--- src/rtl/swivm_pkg.sv ---
// Shared encodings for the SwiVM memory arbiter: grant ids, FSM states and
// the legal memory-latency range.
package swivm_pkg;

   localparam logic [1:0] GNT_NONE = 2'd0;
   localparam logic [1:0] GNT_LD   = 2'd1;
   localparam logic [1:0] GNT_DP   = 2'd2;
   localparam logic [1:0] GNT_IF   = 2'd3;

   typedef enum logic [1:0] {
      S_IDLE  = 2'd0,
      S_ISSUE = 2'd1,
      S_WAIT  = 2'd2,
      S_ACK   = 2'd3
   } state_t;

   localparam int MEM_LAT_MIN = 1;
   localparam int MEM_LAT_MAX = 4;

endpackage

--- src/rtl/swivm_arb_pick.sv ---
// Combinational winner select: LD has absolute priority, DP/IF alternate on a
// tie using the id of the last DP/IF winner.
module swivm_arb_pick
   import swivm_pkg::*;
(
   input  logic       i_ld_req,
   input  logic       i_dp_req,
   input  logic       i_if_req,
   input  logic [1:0] i_rr_last,
   output logic [1:0] o_win
);

   always_comb begin
      o_win = GNT_NONE;
      if (i_ld_req)
         o_win = GNT_LD;
      else if (i_dp_req && i_if_req)
         o_win = (i_rr_last == GNT_DP) ? GNT_IF : GNT_DP;
      else if (i_dp_req)
         o_win = GNT_DP;
      else if (i_if_req)
         o_win = GNT_IF;
   end

endmodule

--- src/rtl/swivm_mem_arbiter.sv ---
// Single-port memory arbiter for SwiVM: serialises LD / DP / IF accesses,
// one transaction in flight, all outputs registered.
module swivm_mem_arbiter
   import swivm_pkg::*;
#(
   parameter int AW      = 16,
   parameter int DW      = 16,
   parameter int MEM_LAT = 1
) (
   input  logic          clk,
   input  logic          reset_n,
   input  logic          ld_req,
   input  logic          dp_req,
   input  logic          if_req,
   input  logic          ld_we,
   input  logic          dp_we,
   input  logic [AW-1:0] ld_addr,
   input  logic [AW-1:0] dp_addr,
   input  logic [AW-1:0] if_addr,
   input  logic [DW-1:0] ld_wdata,
   input  logic [DW-1:0] dp_wdata,
   output logic          ld_ack,
   output logic          dp_ack,
   output logic          if_ack,
   output logic [DW-1:0] rd_data,
   output logic          mem_en,
   output logic          mem_we,
   output logic [AW-1:0] mem_addr,
   output logic [DW-1:0] mem_wdata,
   input  logic [DW-1:0] mem_rdata,
   output logic [1:0]    gnt_id,
   output logic          busy
);

   localparam int CW = $clog2(MEM_LAT_MAX);

   if (MEM_LAT < MEM_LAT_MIN || MEM_LAT > MEM_LAT_MAX) begin : g_bad_lat
      $error("swivm_mem_arbiter: MEM_LAT out of range");
   end

   state_t          r_state;
   state_t          w_state_nxt;
   logic [CW-1:0]   r_cnt;
   logic            r_we;
   logic [1:0]      r_rr_last;
   logic [1:0]      w_win;
   logic            w_grant;
   logic            w_last_wait;
   logic            w_sel_we;
   logic [AW-1:0]   w_sel_addr;
   logic [DW-1:0]   w_sel_wdata;

   swivm_arb_pick u_pick (
      .i_ld_req  (ld_req),
      .i_dp_req  (dp_req),
      .i_if_req  (if_req),
      .i_rr_last (r_rr_last),
      .o_win     (w_win)
   );

   always_ff @(posedge clk or negedge reset_n) begin
      if (!reset_n) r_state <= S_IDLE;
      else          r_state <= w_state_nxt;
   end

   // Requests are only looked at in IDLE, so a req still high during ACK is ignored.
   always_comb begin
      w_state_nxt = r_state;
      w_grant     = 1'b0;
      w_last_wait = 1'b0;
      case (r_state)
         S_IDLE: begin
            if (w_win != GNT_NONE) begin
               w_grant     = 1'b1;
               w_state_nxt = S_ISSUE;
            end
         end
         S_ISSUE: w_state_nxt = S_WAIT;
         S_WAIT: begin
            if (r_cnt == '0) begin
               w_last_wait = 1'b1;
               w_state_nxt = S_ACK;
            end
         end
         S_ACK:   w_state_nxt = S_IDLE;
         default: w_state_nxt = S_IDLE;
      endcase
   end

   // IF is read-only and carries no write data, so the write bus keeps its value.
   always_comb begin
      w_sel_we    = 1'b0;
      w_sel_addr  = mem_addr;
      w_sel_wdata = mem_wdata;
      case (w_win)
         GNT_LD: begin
            w_sel_we    = ld_we;
            w_sel_addr  = ld_addr;
            w_sel_wdata = ld_wdata;
         end
         GNT_DP: begin
            w_sel_we    = dp_we;
            w_sel_addr  = dp_addr;
            w_sel_wdata = dp_wdata;
         end
         GNT_IF:  w_sel_addr = if_addr;
         default: ;
      endcase
   end

   always_ff @(posedge clk or negedge reset_n) begin
      if (!reset_n) begin
         r_cnt     <= '0;
         r_we      <= 1'b0;
         r_rr_last <= GNT_IF;
         gnt_id    <= GNT_NONE;
         mem_en    <= 1'b0;
         mem_we    <= 1'b0;
         mem_addr  <= '0;
         mem_wdata <= '0;
         rd_data   <= '0;
         ld_ack    <= 1'b0;
         dp_ack    <= 1'b0;
         if_ack    <= 1'b0;
         busy      <= 1'b0;
      end else begin
         mem_en <= w_grant;
         mem_we <= w_grant & w_sel_we;
         if (w_grant) begin
            gnt_id    <= w_win;
            r_we      <= w_sel_we;
            mem_addr  <= w_sel_addr;
            mem_wdata <= w_sel_wdata;
            if (w_win != GNT_LD) r_rr_last <= w_win;
         end else if (r_state == S_ACK) begin
            gnt_id <= GNT_NONE;
         end

         if (r_state == S_ISSUE)
            r_cnt <= CW'(MEM_LAT - 1);
         else if (r_state == S_WAIT && r_cnt != '0)
            r_cnt <= r_cnt - 1'b1;

         if (w_last_wait && !r_we) rd_data <= mem_rdata;

         ld_ack <= w_last_wait && (gnt_id == GNT_LD);
         dp_ack <= w_last_wait && (gnt_id == GNT_DP);
         if_ack <= w_last_wait && (gnt_id == GNT_IF);
         busy   <= (w_state_nxt != S_IDLE);
      end
   end

endmodule

--- config.mk ---
export PLATFORM = sky130hd
export DESIGN_NAME = swivm_mem_arbiter
export DESIGN_NICKNAME = d
export VERILOG_FILES = /design/src/rtl/swivm_pkg.sv /design/src/rtl/swivm_arb_pick.sv /design/src/rtl/swivm_mem_arbiter.sv
export SDC_FILE = /design/constraint.sdc
export NUM_CORES = 1
export LEC_CHECK = 0
export CAP_MARGIN = 30
export CORE_UTILIZATION = 31
export DETAILED_ROUTE_END_ITERATION = 8
export PLACE_DENSITY = 0.66
export SETUP_SLACK_MARGIN = 0.05
export SYNTH_ARGS = -nofsm -noshare
export SYNTH_HDL_FRONTEND = slang
export SYNTH_SLANG_ARGS = --single-unit
--- constraint.sdc ---
create_clock -name clk -period 2.4 [get_ports clk]
set_clock_uncertainty 0.1 [all_clocks]
set_input_delay 0.36 -clock clk [delete_from_list [all_inputs] [get_ports clk]]
set_output_delay 0.36 -clock clk [all_outputs]
set_load 0.005 [all_outputs]
; ---- Word level (Yosys, flattened, before mapping)
; Index checks and enable logic that the tools add are counted.
[totals]
word_cells = 65
in_bits = 103
register_bits = 63
[classes]
bitwise = 1
reduce_logical = 19
n_mux = 19
add_sub_neg = 1
n_eq_ne = 11
[op_table]
columns = operator, n
row1 = 16-bit case mux with 3 select lines, 1
row2 = 16-bit case mux with 2 select lines, 1
row3 = 2-bit two-way mux, 10
row4 = "2-bit == test, second input constant", 7
row5 = 2-bit nonzero test, 6
row6 = 2-bit case mux with 4 select lines, 1
row7 = "2-bit by 1-bit == test with 1-bit output, second input constant", 3
row8 = 1-bit logical AND, 6
row9 = 2-bit AND reduction, 3
row10 = 1-bit two-way mux, 5
row11 = 2-bit zero test, 2
row12 = 3-bit nonzero test, 1
row13 = "2-bit by 1-bit != test with 1-bit output, second input constant", 1
row14 = 1-bit case mux with 2 select lines, 1
row15 = "2-bit by 1-bit subtractor with 2-bit output, second input constant", 1
row16 = 1-bit bitwise AND, 1
row17 = 1-bit zero test, 1

; ---- Logic depth before layout (Yosys ltp)
[logic_depth]
word_depth = 8
depth_mapped = 9
ltp_nobuf = 7

; ---- By module
; A second synthesis with hierarchy kept.
[hier_totals]
hier_cells = 283
area_unflattened_um2 = 3052.9
[by_module_without_submodules]
columns = module, area_per_inst_um2, instances, seq_area_each_um2, cells_per_inst
row1 = swivm_mem_arbiter, 3019.1, 1, 1579.0, 277
row2 = swivm_arb_pick, 33.8, 1, 0.0, 6

; ---- Worst setup path after synthesis
; No wires, ideal clock.
[synth_path]
kind = register to register
start = register r_rr_last[0]
end = register mem_wdata[10]
setup_slack_ps = 221
arrival_time_ps = 1942
setup_ps = 137
path_buffers = 2
path_stages_with_launch = 9
period_less_slack_ps = 2179
cell_sequence = dfstp_2 -> inv_1 -> a311o_1 -> inv_1 -> ha_1 -> buf_2 -> buf_2 -> mux2i_1 -> a21oi_1
[synth_via]
elab_chain_cells = 8
elab_cells_between_ends = 12
cone_classes = eq/ne: 3 / mux: 6 / reduce/logical: 3
[synth_lines]
columns = item, line
row1 = "start, declared", swivm_mem_arbiter.sv:45  ; logic [1:0] r_rr_last;
row2 = "start signal, assigned", swivm_mem_arbiter.sv:134  ; if (w_win != GNT_LD) r_rr_last <= w_win;
row3 = 2-bit == test *, swivm_arb_pick.sv:18  ; o_win = (i_rr_last == GNT_DP) ? GNT_IF : GNT_DP;
row4 = 1-bit two-way mux *, swivm_arb_pick.sv:18
row5 = 2-bit two-way mux *, swivm_arb_pick.sv:17  ; else if (i_dp_req && i_if_req)
row6 = 2-bit two-way mux *, swivm_arb_pick.sv:15  ; if (i_ld_req)
row7 = net u_pick.o_win[0], swivm_arb_pick.sv:10  ; output logic [1:0] o_win
row8 = 2-bit nonzero test, swivm_mem_arbiter.sv:73  ; if (w_win != GNT_NONE) begin
row9 = 1-bit two-way mux, swivm_mem_arbiter.sv:73
row10 = 1-bit two-way mux, swivm_mem_arbiter.sv:71  ; case (r_state)
row11 = 2-bit AND reduction (no line), -
row12 = "end signal, assigned", swivm_mem_arbiter.sv:133  ; mem_wdata <= w_sel_wdata;
row13 = "end, declared", swivm_mem_arbiter.sv:29  ; output logic [DW-1:0] mem_wdata,
; The timed path passes the listed nets; every way through them passes the cells marked *.
; A chain may end at the register's enable or synchronous reset.

; ---- Worst setup path in the final report
[layout_path]
start = register r_rr_last[0]
end = register mem_wdata[7]
; The elaborated chain is that of the path after synthesis.

==> impl_metrics.yaml <==
run_status:
  outcome: "completed"
clock_tree:
  cts_made_buffers: 9
  cts_num_sinks: 63
  insertion_delay_of_the_later_clocked_pin_in_the_worst_skew_pair_ns: 0.33
  cts-root-to-sink-buffers: 2
  tritoncts: "done"
  cts_htree_levels: 3
  root_buffer: "clkbuf_8"
  cts.reportedPaths.clkPinSlew_ns: 0.07
  cts-resized-gates: 0
floorplanning:
  die_height_um: 99.43
  die_area_um2: 9886
  starting_density_of_the_core: 0.3200
  rows: 35
  design.core.area_um2: 9196
  dieWidth_um: 99.43
  io_pins: 159
timing:
  worst-slew-pin-transition_ns: 0.8484
  share_of_the_clock_period_used_by_the_worst_path_after_layout: 0.9078
  hold_violations: 0
  maxSlewViolCount: 0
  setup_viol_count_final: 0
  headroom_to_the_max_slew_limit: 0.4344
  timing.setup.tns_ns: 0
  fmaxAchievable_mhz: 459.0
  finalHoldWorstSlack_ns: 0.3781
  rsz_0062_raised_after_global_routing: "no"
  timing.final.ws_setup_ns: 0.2214
  final.min_clock_period_ns: 2.179
finish:
  fin_nets: 549
  num-fill-cells: 816
  antennaDiodeCount: 0
  final_cell_count_no_fill: 550
  area_growth_syn_to_layout_pct: 71.34
  area_of_the_multi_input_gates_um2: 1252
  drive_above_1_share: 0.1321
  utilization: 0.5483
  seqCellArea_um2: 1579
critical_path:
  critical_path_arrival_ns: 2.33
  timing.setup.critical_path_class: "reg2reg"
  critical_path_required_ns: 2.55
  timing.critical_path.to_type: "flip-flop"
  worst_setup_path_start_kind: "flip-flop"
  maximum_fanout_along_the_worst_path: 32
  worst-r2r-setup-slack_ns: 0.22
detailed_routing:
  via_per_inst: 4.680
  postRouteWirelength_mm: 7.755
  final_antenna_net_count: 0
  drt_pre_antenna_iters: 4
  num_vias: 2574
  post_drt_wl_per_cell_um: 14.10
  post-route-drc-count: 0
  drt_iter0_drc: 52
grt:
  grt_antenna_before_repair: 0
  globalRouteOverflowTotal: 0
  grt_util_all_layers: 0.1605
  grt_max_degree: 34
  number_of_global_route_vias_before_repair: 2604
  grt_pass1_wl_mm: 12.17
run:
  cap_viol_max_count: 0
logic_synthesis:
  synth_warnings: 0
  ys_seq_area_frac: 0.5366
  syn-mean-instance-area_um2: 11.19
  synthesis.nets: 378
  yosys.cell_types.count: 30
  mappedNetlistArea_um2: 2943
  yosys_register_bits: 63
  syn_inst_count: 263
placement:
  finalWeightedCongestion: 0.7467
  placement.io_buffers: 158
  post_place_setup_slack_ns: -0.1170
  hpwl_mm: 6.118
  place_inst: 533
min_path:
  worst_hold_path_type: "reg2reg"
power:
  power_per_cell_area_nw_per_um2: 1090
  leakage_dissipation_nw: 2.131
  peakVddDrop_mv: 0.4100
sequential cells by signal, summed over array words and instances (netlist names):
register and cells:
ld_ack 1, dp_ack 1, r_rr_last 2, mem_we 1, rd_data 16, r_cnt 2
gnt_id 2, r_state 2, mem_addr 16, busy 1, mem_wdata 16, if_ack 1
mem_en 1, r_we 1
cell usage after synthesis:
library cell,instances,area [um2]
inv_1,9,33.78
dfrtp_1,61,1526
buf_6,1,11.26
nor3_1,2,10.01
a21oi_1,18,90.09
nor2_2,1,6.260
a21o_1,1,7.510
or2_1,1,6.260
nor3b_2,2,25.02
o21ai_0,2,10.01
nor2_1,38,142.6
nor2b_1,1,6.260
nand2b_1,3,18.77
nand2_1,18,67.56
or2_2,2,12.51
buf_12,1,20.02
mux2i_1,16,160.2
a22oi_1,17,127.6
or2b_1,2,15.01
mux2_2,8,90.09
a311o_1,1,10.01
ha_1,12,150.1
dfstp_2,2,52.55
nand3b_1,2,15.01
mux2_4,10,150.1
a31oi_1,17,106.4
clkbuf_1,5,18.77
buf_2,8,40.04
nand3_1,1,5.000
nor3b_1,1,7.510
where the power goes:
group | total, mW | switching (mW) | leakage (nW) | internal (mW)
logic | 2.43 | 0.883 | 1.27 | 1.55
registers | 1.84 | 0.272 | 0.731 | 1.57
clock network | 1.23 | 0.428 | 0.130 | 0.798
total | 5.50 | 1.58 | 2.13 | 3.91
worst paths after layout:
check / to / depth (start not counted) / startpoint
max: mem_wdata[7] / 8 / r_rr_last[0]
max in group asynchronous: r_rr_last[0] / 3 / reset_n
min in group asynchronous: rd_data[13] / 2 / reset_n
min reg2reg: ld_ack / 1 / gnt_id[1]
max reg2reg: mem_wdata[7] / 8 / r_rr_last[0]
min: ld_ack / 1 / gnt_id[1]
critical path, cell delays in order, from the launching register on:
cell and delay (ns):
dfstp_2 0.53, inv_1 0.04, a311o_1 0.37, buf_4 0.15, ha_1 0.32, nor3b_4 0.22
buf_12 0.20, nor2_1 0.05, a21oi_1 0.12
stage by stage:
| stage | power, mW | area [um2] |
|---|---|---|
| global placement | 4.260 | 4763 |
| detailed placement | 4.322 | 4763 |
| finish | 5.498 | 5042 |
| floorplan | 2.936 | 2943 |
| global route | 5.881 | 5042 |
| CTS | 5.586 | 5042 |
cell type report:
class,instances,area share
Timing Repair Buffer,175,0.3509
Sequential cell,63,0.3132
Multi-Input combinational cell,176,0.2484
Clock inverter,7,0.02878
Tap cell,111,0.02754
Clock buffer,9,0.02457
Inverter,9,0.006700
kinds of logic (layout without fill, tap and decap cells):
logic type	Yosys count	count (layout)	synth area share
simple gates	74	74	0.1148
fa+ha+maj	12	12	0.05102
compound gates	56	56	0.1195
flops	63	63	0.5366
buf+inv	24	200	0.04209
mux	34	34	0.1361
cells in the final DEF (no fill, tap or decap), types with 3 or more instances in the layout:
cell,count
clkdlybuf4s50_1,157
nand2b_1,3
nor2_1,38
dfrtp_1,61
mux2_2,8
bufinv_16,4
buf_12,5
nand2_1,18
mux2i_1,16
a22oi_1,17
buf_4,11
a21oi_1,18
inv_1,9
a31oi_1,17
ha_1,12
clkbuf_8,9
mux2_4,10
metal layers:
metal,global-route usage,routed length [um],up-vias
met5,0,0,-
met4,0.06561,112,0
met3,0.06465,763,10
met2,0.2821,3882,120
met1,0.1714,2996,1185
li1,-,-,1259
timing repair:
action / in CTS / in global routing
setup buffers: 0 / 0
endpoints found under the hold margin: 18 / 0
hold buffers: 1 / 0
No activity file was read; power rests on OpenSTA's default activity.
